File: config.mk
export PLATFORM = sky130hd
export DESIGN_NAME = spi_master
export DESIGN_NICKNAME = d
export VERILOG_FILES = /design/src/rtl/spi_pkg.sv /design/src/rtl/spi_sclk_gen.sv /design/src/rtl/spi_master.sv
export SDC_FILE = /design/constraint.sdc
export NUM_CORES = 1
export LEC_CHECK = 0
export CAP_MARGIN = 20
export CELL_PAD_IN_SITES_DETAIL_PLACEMENT = 1
export CELL_PAD_IN_SITES_GLOBAL_PLACEMENT = 1
export CORE_AREA = 10 10 94 71
export CTS_CLUSTER_DIAMETER = 100
export CTS_CLUSTER_SIZE = 30
export DETAILED_ROUTE_END_ITERATION = 16
export DIE_AREA = 0 0 104 81
export PLACE_DENSITY = 0.87
export SETUP_SLACK_MARGIN = 0.05
export SLEW_MARGIN = 20
export SYNTH_ARGS = -nofsm -noshare
export SYNTH_HDL_FRONTEND = slang
export SYNTH_SLANG_ARGS = --single-unit
File: constraint.sdc
create_clock -name clk_i -period 6.2 [get_ports clk_i]
set_input_delay 1.24 -clock clk_i [delete_from_list [all_inputs] [get_ports clk_i]]
set_output_delay 1.24 -clock clk_i [all_outputs]
set_load 0.1 [all_outputs]
File: src/rtl/spi_pkg.sv
// Shared types and defaults for the SPI master and its sclk generator.
// Default timing gives rxValid 69 clk cycles after an IDLE accept.
package spi_pkg;

    localparam int unsigned SPI_FRAME_BITS   = 8;
    localparam int unsigned SPI_CLK_DIV_DEF  = 4;
    localparam int unsigned SPI_CS_SETUP_DEF = 4;
    localparam int unsigned SPI_CS_HOLD_DEF  = 2;
    localparam int unsigned SPI_CS_GAP_DEF   = 4;
    localparam int unsigned SPI_TMR_W        = 8;

    typedef enum logic [2:0] {
        ST_IDLE,
        ST_SETUP,
        ST_SHIFT_LO,
        ST_SHIFT_HI,
        ST_WAIT_NEXT,
        ST_HOLD,
        ST_GAP
    } spi_state_e;

    // Chip select is driven low in every state between accept and the end of HOLD.
    function automatic logic spi_cs_active(input spi_state_e s);
        return (s == ST_SETUP) || (s == ST_SHIFT_LO) || (s == ST_SHIFT_HI) ||
               (s == ST_WAIT_NEXT) || (s == ST_HOLD);
    endfunction

endpackage

File: src/rtl/spi_sclk_gen.sv
// sclk generator: CLK_DIV-cycle half periods, low phase first whenever run is raised.
// rise_o/fall_o flag the last cycle of a phase, i.e. sclk_o toggles at the next edge.
module spi_sclk_gen
    import spi_pkg::*;
#(
    parameter int unsigned CLK_DIV = SPI_CLK_DIV_DEF
) (
    input  logic clk_i,
    input  logic reset_i,
    input  logic run_i,
    output logic sclk_o,
    output logic rise_o,
    output logic fall_o
);

    localparam int unsigned CW = $clog2(CLK_DIV);
    localparam logic [CW-1:0] CNT_LAST = CW'(CLK_DIV - 1);

    logic [CW-1:0] cnt_q, cnt_d;
    logic          sclk_q, sclk_d;
    logic          toggle;

    assign toggle = run_i && (cnt_q == CNT_LAST);
    assign rise_o = toggle && !sclk_q;
    assign fall_o = toggle && sclk_q;
    assign sclk_o = sclk_q;

    // Holding the counter cleared while idle makes every run start a fresh low phase.
    always_comb begin
        cnt_d  = cnt_q;
        sclk_d = sclk_q;
        if (!run_i) begin
            cnt_d  = '0;
            sclk_d = 1'b0;
        end else if (toggle) begin
            cnt_d  = '0;
            sclk_d = !sclk_q;
        end else begin
            cnt_d = cnt_q + 1'b1;
        end
    end

    always_ff @(posedge clk_i) begin
        if (reset_i) begin
            cnt_q  <= '0;
            sclk_q <= 1'b0;
        end else begin
            cnt_q  <= cnt_d;
            sclk_q <= sclk_d;
        end
    end

endmodule

File: src/rtl/spi_master.sv
// Mode-0 MSB-first SPI master; rxValid 1+CS_SETUP+16*CLK_DIV cycles after an IDLE accept.
// Backpressure: txReady only in IDLE/WAIT_NEXT; keepCs holds cs low waiting for the next byte.
module spi_master
    import spi_pkg::*;
#(
    parameter int unsigned CLK_DIV  = SPI_CLK_DIV_DEF,
    parameter int unsigned CS_SETUP = SPI_CS_SETUP_DEF,
    parameter int unsigned CS_HOLD  = SPI_CS_HOLD_DEF,
    parameter int unsigned CS_GAP   = SPI_CS_GAP_DEF
) (
    input  logic                      clk_i,
    input  logic                      reset_i,
    input  logic [SPI_FRAME_BITS-1:0] tx_data_i,
    input  logic                      tx_valid_i,
    input  logic                      keep_cs_i,
    output logic                      tx_ready_o,
    output logic [SPI_FRAME_BITS-1:0] rx_data_o,
    output logic                      rx_valid_o,
    output logic                      busy_o,
    output logic                      sclk_o,
    output logic                      cs_o,
    output logic                      mosi_o,
    input  logic                      miso_i
);

    localparam logic [SPI_TMR_W-1:0] SETUP_LAST = SPI_TMR_W'(CS_SETUP - 1);
    // HOLD also spans the cycle in which the last sclk fall appears, hence no -1.
    localparam logic [SPI_TMR_W-1:0] HOLD_LAST  = SPI_TMR_W'(CS_HOLD);
    localparam logic [SPI_TMR_W-1:0] GAP_LAST   = SPI_TMR_W'(CS_GAP - 1);

    spi_state_e                state_q, state_d;
    logic [SPI_FRAME_BITS-1:0] tx_sr_q, tx_sr_d;
    logic [SPI_FRAME_BITS-1:0] rx_sr_q, rx_sr_d;
    logic [SPI_FRAME_BITS-1:0] rx_data_q, rx_data_d;
    logic                      rx_valid_q, rx_valid_d;
    logic                      keep_q, keep_d;
    logic                      cs_q, cs_d;
    logic [2:0]                bit_q, bit_d;
    logic [SPI_TMR_W-1:0]      tmr_q, tmr_d;

    logic sclk_run;
    logic sclk_rise;
    logic sclk_fall;
    logic accept;

    assign sclk_run   = (state_q == ST_SHIFT_LO) || (state_q == ST_SHIFT_HI);
    assign tx_ready_o = !reset_i && ((state_q == ST_IDLE) || (state_q == ST_WAIT_NEXT));
    assign accept     = tx_valid_i && tx_ready_o;
    assign busy_o     = (state_q != ST_IDLE);
    assign rx_data_o  = rx_data_q;
    assign rx_valid_o = rx_valid_q;
    assign cs_o       = cs_q;
    assign mosi_o     = tx_sr_q[SPI_FRAME_BITS-1];

    spi_sclk_gen #(
        .CLK_DIV (CLK_DIV)
    ) u_sclk_gen (
        .clk_i   (clk_i),
        .reset_i (reset_i),
        .run_i   (sclk_run),
        .sclk_o  (sclk_o),
        .rise_o  (sclk_rise),
        .fall_o  (sclk_fall)
    );

    always_comb begin
        state_d    = state_q;
        tx_sr_d    = tx_sr_q;
        rx_sr_d    = rx_sr_q;
        rx_data_d  = rx_data_q;
        rx_valid_d = 1'b0;
        keep_d     = keep_q;
        bit_d      = bit_q;
        tmr_d      = tmr_q;

        case (state_q)
            ST_IDLE: begin
                if (accept) begin
                    tx_sr_d = tx_data_i;
                    keep_d  = keep_cs_i;
                    bit_d   = '0;
                    tmr_d   = '0;
                    state_d = ST_SETUP;
                end
            end
            ST_SETUP: begin
                if (tmr_q == SETUP_LAST) begin
                    tmr_d   = '0;
                    state_d = ST_SHIFT_LO;
                end else begin
                    tmr_d = tmr_q + 1'b1;
                end
            end
            ST_SHIFT_LO: begin
                if (sclk_rise) begin
                    rx_sr_d = {rx_sr_q[SPI_FRAME_BITS-2:0], miso_i};
                    state_d = ST_SHIFT_HI;
                end
            end
            ST_SHIFT_HI: begin
                if (sclk_fall) begin
                    bit_d = bit_q + 3'd1;
                    if (bit_q == 3'd7) begin
                        // Last bit stays on mosi; the frame is complete.
                        rx_data_d  = rx_sr_q;
                        rx_valid_d = 1'b1;
                        tmr_d      = '0;
                        state_d    = keep_q ? ST_WAIT_NEXT : ST_HOLD;
                    end else begin
                        tx_sr_d = {tx_sr_q[SPI_FRAME_BITS-2:0], 1'b0};
                        state_d = ST_SHIFT_LO;
                    end
                end
            end
            ST_WAIT_NEXT: begin
                if (accept) begin
                    tx_sr_d = tx_data_i;
                    keep_d  = keep_cs_i;
                    bit_d   = '0;
                    state_d = ST_SHIFT_LO;
                end
            end
            ST_HOLD: begin
                if (tmr_q == HOLD_LAST) begin
                    tmr_d   = '0;
                    tx_sr_d = '0;
                    state_d = ST_GAP;
                end else begin
                    tmr_d = tmr_q + 1'b1;
                end
            end
            ST_GAP: begin
                if (tmr_q == GAP_LAST) begin
                    tmr_d   = '0;
                    state_d = ST_IDLE;
                end else begin
                    tmr_d = tmr_q + 1'b1;
                end
            end
            default: begin
                state_d = ST_IDLE;
            end
        endcase

        cs_d = !spi_cs_active(state_d);
    end

    always_ff @(posedge clk_i) begin
        if (reset_i) begin
            state_q    <= ST_IDLE;
            tx_sr_q    <= '0;
            rx_sr_q    <= '0;
            rx_data_q  <= '0;
            rx_valid_q <= 1'b0;
            keep_q     <= 1'b0;
            cs_q       <= 1'b1;
            bit_q      <= '0;
            tmr_q      <= '0;
        end else begin
            state_q    <= state_d;
            tx_sr_q    <= tx_sr_d;
            rx_sr_q    <= rx_sr_d;
            rx_data_q  <= rx_data_d;
            rx_valid_q <= rx_valid_d;
            keep_q     <= keep_d;
            cs_q       <= cs_d;
            bit_q      <= bit_d;
            tmr_q      <= tmr_d;
        end
    end

endmodule
# Yosys cells after proc, flatten, opt, wreduce, memory -nomap -nowiden
# Index checks and enable logic that the tools add are counted.
dict set report word_totals {
  reg_bits 44
  in_bits 13
  out_inout_bits 14
  elab_cells 93
}
dict set report classes {
  n_addsub 3
  eq_ne 21
  muxes 25
  n_bitwise 3
  n_reduce_logical 30
}
# cell count
set ops {}
lappend ops {{8-bit 2-to-1 mux} 9}
lappend ops {{8-bit case mux with 4 select lines} 1}
lappend ops {{3-bit 2-to-1 mux} 10}
lappend ops {{8-bit case mux with 3 select lines} 1}
lappend ops {{3-bit case mux with 7 select lines} 1}
lappend ops {{3-bit equality test (second input constant)} 6}
lappend ops {{8-bit by 2-bit equality test with 1-bit output (second input constant)} 2}
lappend ops {{3-bit by 2-bit equality test with 1-bit output (second input constant)} 4}
lappend ops {{8-bit by 1-bit adder with 8-bit output (second input constant)} 1}
lappend ops {{2-bit inequality test (second input constant)} 4}
lappend ops {{3-bit by 1-bit equality test with 1-bit output (second input constant)} 2}
lappend ops {{1-bit logical OR} 6}
lappend ops {{3-bit case mux with 2 select lines} 1}
lappend ops {{3-bit AND reduction} 2}
lappend ops {{3-bit nonzero test} 2}
lappend ops {{2-bit OR reduction} 3}
lappend ops {{3-bit OR reduction} 2}
lappend ops {{1-bit logical AND} 5}
lappend ops {{5-bit AND reduction} 1}
lappend ops {{2-bit by 1-bit inequality test with 1-bit output (second input constant)} 2}
lappend ops {{2-bit AND reduction} 2}
lappend ops {{4-bit AND reduction} 1}
lappend ops {{4-bit nonzero test} 1}
lappend ops {{3-bit by 1-bit adder with 3-bit output (second input constant)} 1}
lappend ops {{7 further kinds} 12}

# Depth between registers and ports, before layout
dict set report logic_depth {
  ltp_word 12
  mapped_depth 8
  depth_no_buf 7
}

# Hierarchy
# Synthesis repeated with hierarchy kept, for this count alone.
dict set report hier_totals {
  hier_cells 256
  area_unflattened_um2 2100.8
}
# mod n_inst cells_per_inst area_per_inst_um2 seq_area_each_um2
set by_module_without_submodules {}
lappend by_module_without_submodules {spi_master 1 244 1983.2 820.8}
lappend by_module_without_submodules {spi_sclk_gen 1 12 117.6 60.1}

# Worst setup path after synthesis
# No wires, ideal clock.
dict set report synth_path {
  kind {input -> output}
  startpoint {in reset_i}
  endpoint {out tx_ready_o}
  t_arrival_ps 2902
  required_ps 4960
  setup_slack_ps 2058
  path_stages 3
  path_buffers 2
  path_cell_list {clkbuf_1 -> clkbuf_1 -> nor2_1}
}
dict set report synth_between {
  elab_chain_cells 2
}
# item line_no
set synth_rtl {}
lappend synth_rtl {{from (decl)} spi_master.sv:12} ;# input logic reset_i,
lappend synth_rtl {{1-bit zero test} spi_master.sv:47} ;# assign tx_ready_o = !reset_i && ((state_q == ST_IDLE) || (state_q == ST_WAIT_NEXT));
lappend synth_rtl {{1-bit logical AND} spi_master.sv:47}
lappend synth_rtl {{to (decl)} spi_master.sv:16} ;# output logic tx_ready_o,
# Every way passes these cells.

# Worst setup path after layout
dict set report layout_path {
  startpoint {reg state_q[1]}
  endpoint {out busy_o}
}
dict set report layout_between {
  elab_chain_cells 1
}
# item line_no
set layout_rtl {}
lappend layout_rtl {{from (decl)} spi_master.sv:31} ;# spi_state_e state_q, state_d;
lappend layout_rtl {{from (signal assigned)} spi_master.sv:160} ;# state_q <= state_d;
lappend layout_rtl {{3-bit nonzero test} spi_master.sv:49} ;# assign busy_o = (state_q != ST_IDLE);
lappend layout_rtl {{to (decl)} spi_master.sv:19} ;# output logic busy_o,
# Every way passes these cells.

==> impl_summary.txt <==
----------------------------------------------------
[Pwr]
  Worst IR Drop VDD ... 0.000120 V
  Total power divided by cell area ... around 220 nW/µm²
  Total power ... 542 µW
  Leakage ... between 0.0008 and 0.0009 µW

[Setup path]
  Cell with the biggest individual delay on the critical path ... sky130_fd_sc_hd__clkdlybuf4s50_1
  Top cell family by delay on the critical path ... buffers and inverters
  Critical Path Source Type ... register
  Endpoint kind of the worst setup timing path ... output pin
  Critical path's largest stage delay ... 1.14 ns
  Highest fanout seen on the critical path ... 16
  Ordered cell list for the critical path ... nor2_1, nand2_1, clkdlybuf4s50_1
  Category of the most critical setup path ... reg -> out
  Worst-case reg-to-reg path depth ... 5
  Worst endpoint required time ... 4.96 ns
  Worst flop-to-flop path endpoint ... tx_sr_q[0]$_SDFFE_PP0P_
  Startpoint of the worst-slack reg-to-reg timing path ... state_q[1]$_SDFF_PP0_
  CP Buf/Inv Count ... 1
  Arrival time of data at the critical path endpoint ... 2.55 ns
  R2r setup slk ... between 3 and 4 ns

[GRT]
  Vias in the first global route ... 1831
  Wire length of the first global-routing pass ... around 9 mm
  Initial antenna violation count ... 0
  Pin count of the biggest net entering global routing ... 48
  Remaining Overflow, GRT ... 0
  Global-route total usage across every layer ... about an eighth

[Logic synthesis]
  Top FF cell, synth ... sky130_fd_sc_hd__dfxtp_1
  Seq/Total Area, Yosys ... approximately two fifths
  Most area-consuming cells after synthesis ... sky130_fd_sc_hd__dfxtp_1 (42%), sky130_fd_sc_hd__a21oi_1 (5.7%), sky130_fd_sc_hd__nand2_1 (5.5%), sky130_fd_sc_hd__nor2_1 (5.5%), sky130_fd_sc_hd__mux2i_1 (5.2%)
  Count of unique library cells instantiated by Yosys ... 52
  Count of mapped cells out of synthesis ... 242
  Number of register bits inferred by synthesis ... 44
  Post-synthesis instance area ... ~2100 µm²
  Mean area per synthesized cell ... a little under 9 µm²
  Share of flip-flops with an asynchronous set or reset after synthesis ... 0%
  Count of flip-flops with a built-in enable after synthesis ... 0
  Top cell type's share of synthesized area ... 41.9%
  Number of nets produced by synthesis ... 260
  Synthesis warning total ... 0
  Cell type with the largest total area after synthesis ... sky130_fd_sc_hd__dfxtp_1

[Min path]
  Path class of the lowest-slack min-delay path ... reg -> reg
  Count of cells along the worst hold path ... 1
  Critical hold path startpoint ... u_sclk_gen.cnt_q[0]$_SDFF_PP0_
  End of the worst hold path ... u_sclk_gen.cnt_q[0]$_SDFF_PP0_

[Layout]
  Area used by multi-input combinational logic ... ~1100 µm²
  Fillers ... 596
  Layout-stage area growth over the synthesis result ... 17.7%
  FF+latch area ... 881 µm²
  Fraction of final layout cells with drive strength greater than 1 ... under 10%
  Final cell area excluding filler cells ... 2470 µm²
  Final net count ... 280
  Antenna diode instance count ... 0

[STA]
  Final setup violation count ... 0
  Minimum hold slack ... 0.440 ns
  Worst slew margin relative to its limit ... 34.1%
  Worst Slack Setup Final ... 2.41 ns
  Post-route fraction of the period consumed by the critical path ... 61.1%
  Shortest period the worst path allows ... approximately 3.8 ns
  Maximum clock rate ... 264 MHz
  Final Hold Fails ... 0
  Total negative slack for setup checks ... 0 ns
  Max Transition Viols Final ... 0
  Slew at the pin with the worst max-slew slack ... approximately 0.99 ns
  Final setup skew ... ~0.0039 ns
  RSZ-0062 raised after global routing ... false

[Detailed routing]
  Post-Route WL ... 5.22 mm
  Number of nets still failing antenna checks after routing ... 0
  WL per Instance ... 15.6 µm
  DRC violation total after the first TritonRoute iteration ... 71
  DRC violation count after routing ... 0
  Count of TritonRoute iterations in the first routing pass ... 4
  Vias per cell ... 5.46
  Routed via count ... approximately 1800

[Placed design]
  Routability Congestion ... a little over 0.8
  Placed cell areas ... between 2000 and 2500 µm²
  Number of I/O port buffers ... 26
  Worst slack after detailed placement ... ~2.5 ns
  Detailed-placement wirelength estimate ... 3.73 mm

[Clocking]
  Root Buffer ... sky130_fd_sc_hd__clkbuf_8
  Clock buffers created by TritonCTS ... 5
  Post-CTS Hold Buffers ... 0
  Clock Sinks ... 44
  Buffer depth of the longest clock path ... 2
  Number of resized instances in the post-cts repair step ... 0
  Number of setup buffers added after CTS ... 0
  Insertion delay to the later sink of the worst-skew pair ... between 0.2 and 0.3 ns
  CTS tree ... built
  Clock transition at the register clock pins on the worst setup and hold paths after CTS ... 0.08 ns
  H-tree depth ... 2

[Status]
  Run status ... finished, final reports clean

[Die]
  Num ports ... 27
  Standard cell core area ... roughly 5000 µm²
  Die outline width ... approximately 100 µm
  Total die area ... between 8000 and 9000 µm²
  Site Rows ... 22
  Initial cell density of the core ... between 40% and 50%
  Floorplan die height ... a little over 80 µm

[Run]
  Number of max-cap violations ... 0

----------------------------------------------------
metal layers:
| metal | GRT usage [%] | vias to the layer above | part of all wire [%] |
|---|---|---|---|
| li1 | - | 911 | - |
| met1 | 16.8 | 877 | 50 |
| met2 | 18.9 | 34 | 44 |
| met3 | 5.30 | 2 | 4.8 |
| met4 | 2.91 | 0 | 0.46 |
| met5 | 0 | - | 0 |
metrics by stage:
step / utilization [%] / cells
floorplan: - / 242
global placement: 47.7 / 327
detailed placement: 47.7 / 327
CTS: 49.4 / 334
global route: 49.4 / 334
finish: 49.4 / 334
cell type report:
cell class	instances	area share [%]
timing repair buffer	28	11.0
clock inverter	2	0.506
inverter	5	0.759
tap	72	3.64
sequential	44	35.6
multi-input combinational	178	45.6
clock buffer	5	2.78
cell usage in the layout, fill, tap and decap left out, types with 2 or more instances in the layout:
cell	synthesis	routed
sky130_fd_sc_hd__ha_1	5	5
sky130_fd_sc_hd__a211oi_1	4	4
sky130_fd_sc_hd__or3_1	2	2
sky130_fd_sc_hd__clkbuf_8	0	5
sky130_fd_sc_hd__nor3_1	3	3
sky130_fd_sc_hd__inv_1	5	5
sky130_fd_sc_hd__clkdlybuf4s50_1	0	25
sky130_fd_sc_hd__nand3_1	7	7
sky130_fd_sc_hd__a22oi_1	7	7
sky130_fd_sc_hd__nor2_1	31	31
sky130_fd_sc_hd__a21oi_1	24	24
sky130_fd_sc_hd__o21ai_0	5	5
sky130_fd_sc_hd__mux2i_1	11	11
sky130_fd_sc_hd__a31oi_1	4	4
sky130_fd_sc_hd__nand3b_1	2	2
sky130_fd_sc_hd__dfxtp_1	44	44
sky130_fd_sc_hd__nor4b_1	3	2
sky130_fd_sc_hd__buf_4	1	3
sky130_fd_sc_hd__nor2b_1	3	3
sky130_fd_sc_hd__nand2_1	31	31
sky130_fd_sc_hd__a31o_2	4	4
sky130_fd_sc_hd__a211oi_2	3	3
how the worst max path moves through the flow:
stage                           from    endpoint  slack (ns)  cells after the start
6_report       state_q[1]$_SDFF_PP0_      busy_o        2.41                      3
5_1_grt        state_q[1]$_SDFF_PP0_      busy_o        2.23                      3
4_1_cts        state_q[1]$_SDFF_PP0_      busy_o        2.41                      3
3_5_place_dp                 reset_i  tx_ready_o        2.46                      4
3_3_place_gp                 reset_i  tx_ready_o        2.47                      4
2_1_floorplan                reset_i  tx_ready_o        2.06                      3
cells in the mapped netlist (2+ instances only):
| library cell | count |
|---|---|
| sky130_fd_sc_hd__nand3_1 | 7 |
| sky130_fd_sc_hd__nor4b_1 | 3 |
| sky130_fd_sc_hd__a211oi_2 | 3 |
| sky130_fd_sc_hd__a31o_2 | 4 |
| sky130_fd_sc_hd__ha_1 | 5 |
| sky130_fd_sc_hd__clkbuf_1 | 9 |
| sky130_fd_sc_hd__a211oi_1 | 4 |
| sky130_fd_sc_hd__nand3b_1 | 2 |
| sky130_fd_sc_hd__a31oi_1 | 4 |
| sky130_fd_sc_hd__nor3_1 | 3 |
| sky130_fd_sc_hd__or3_1 | 2 |
| sky130_fd_sc_hd__mux2i_1 | 11 |
| sky130_fd_sc_hd__a22oi_1 | 7 |
| sky130_fd_sc_hd__nor2b_1 | 3 |
| sky130_fd_sc_hd__dfxtp_1 | 44 |
| sky130_fd_sc_hd__nand2_1 | 31 |
| sky130_fd_sc_hd__a21oi_1 | 24 |
| sky130_fd_sc_hd__buf_2 | 3 |
| sky130_fd_sc_hd__buf_6 | 2 |
| sky130_fd_sc_hd__nor2_1 | 31 |
| sky130_fd_sc_hd__o21ai_0 | 5 |
| sky130_fd_sc_hd__inv_1 | 5 |
kinds of logic after synthesis:
| group | count (synthesis) | share of synthesized area [%] |
|---|---|---|
| AO/OA/AOI/OAI | 64 | 21.7 |
| XOR/XNOR | 1 | 0.417 |
| adder cells (fa/ha/maj) | 5 | 2.98 |
| buffers and inverters | 20 | 4.65 |
| flip-flops | 44 | 41.9 |
| multiplexers | 11 | 5.24 |
| AND/OR/NAND/NOR | 97 | 23.1 |
sequential cells by signal, summed over array words and instances (netlist names):
| signal | cells |
|---|---|
| tmr_q | 8 |
| rx_data_o | 8 |
| cs_o | 1 |
| rx_valid_o | 1 |
| tx_sr_q | 8 |
| state_q | 3 |
| u_sclk_gen.cnt_q | 2 |
| keep_q | 1 |
| rx_sr_q | 8 |
| bit_q | 3 |
| u_sclk_gen.sclk_o | 1 |
where the power goes:
group	internal, µW	switching [µW]	total [µW]
Combinational	27.9	47.3	75.1
Sequential	290	6.18	296
Clock	76.3	94.4	171
Total	394	148	542
Note: power is estimated with default switching activity, not from simulation.
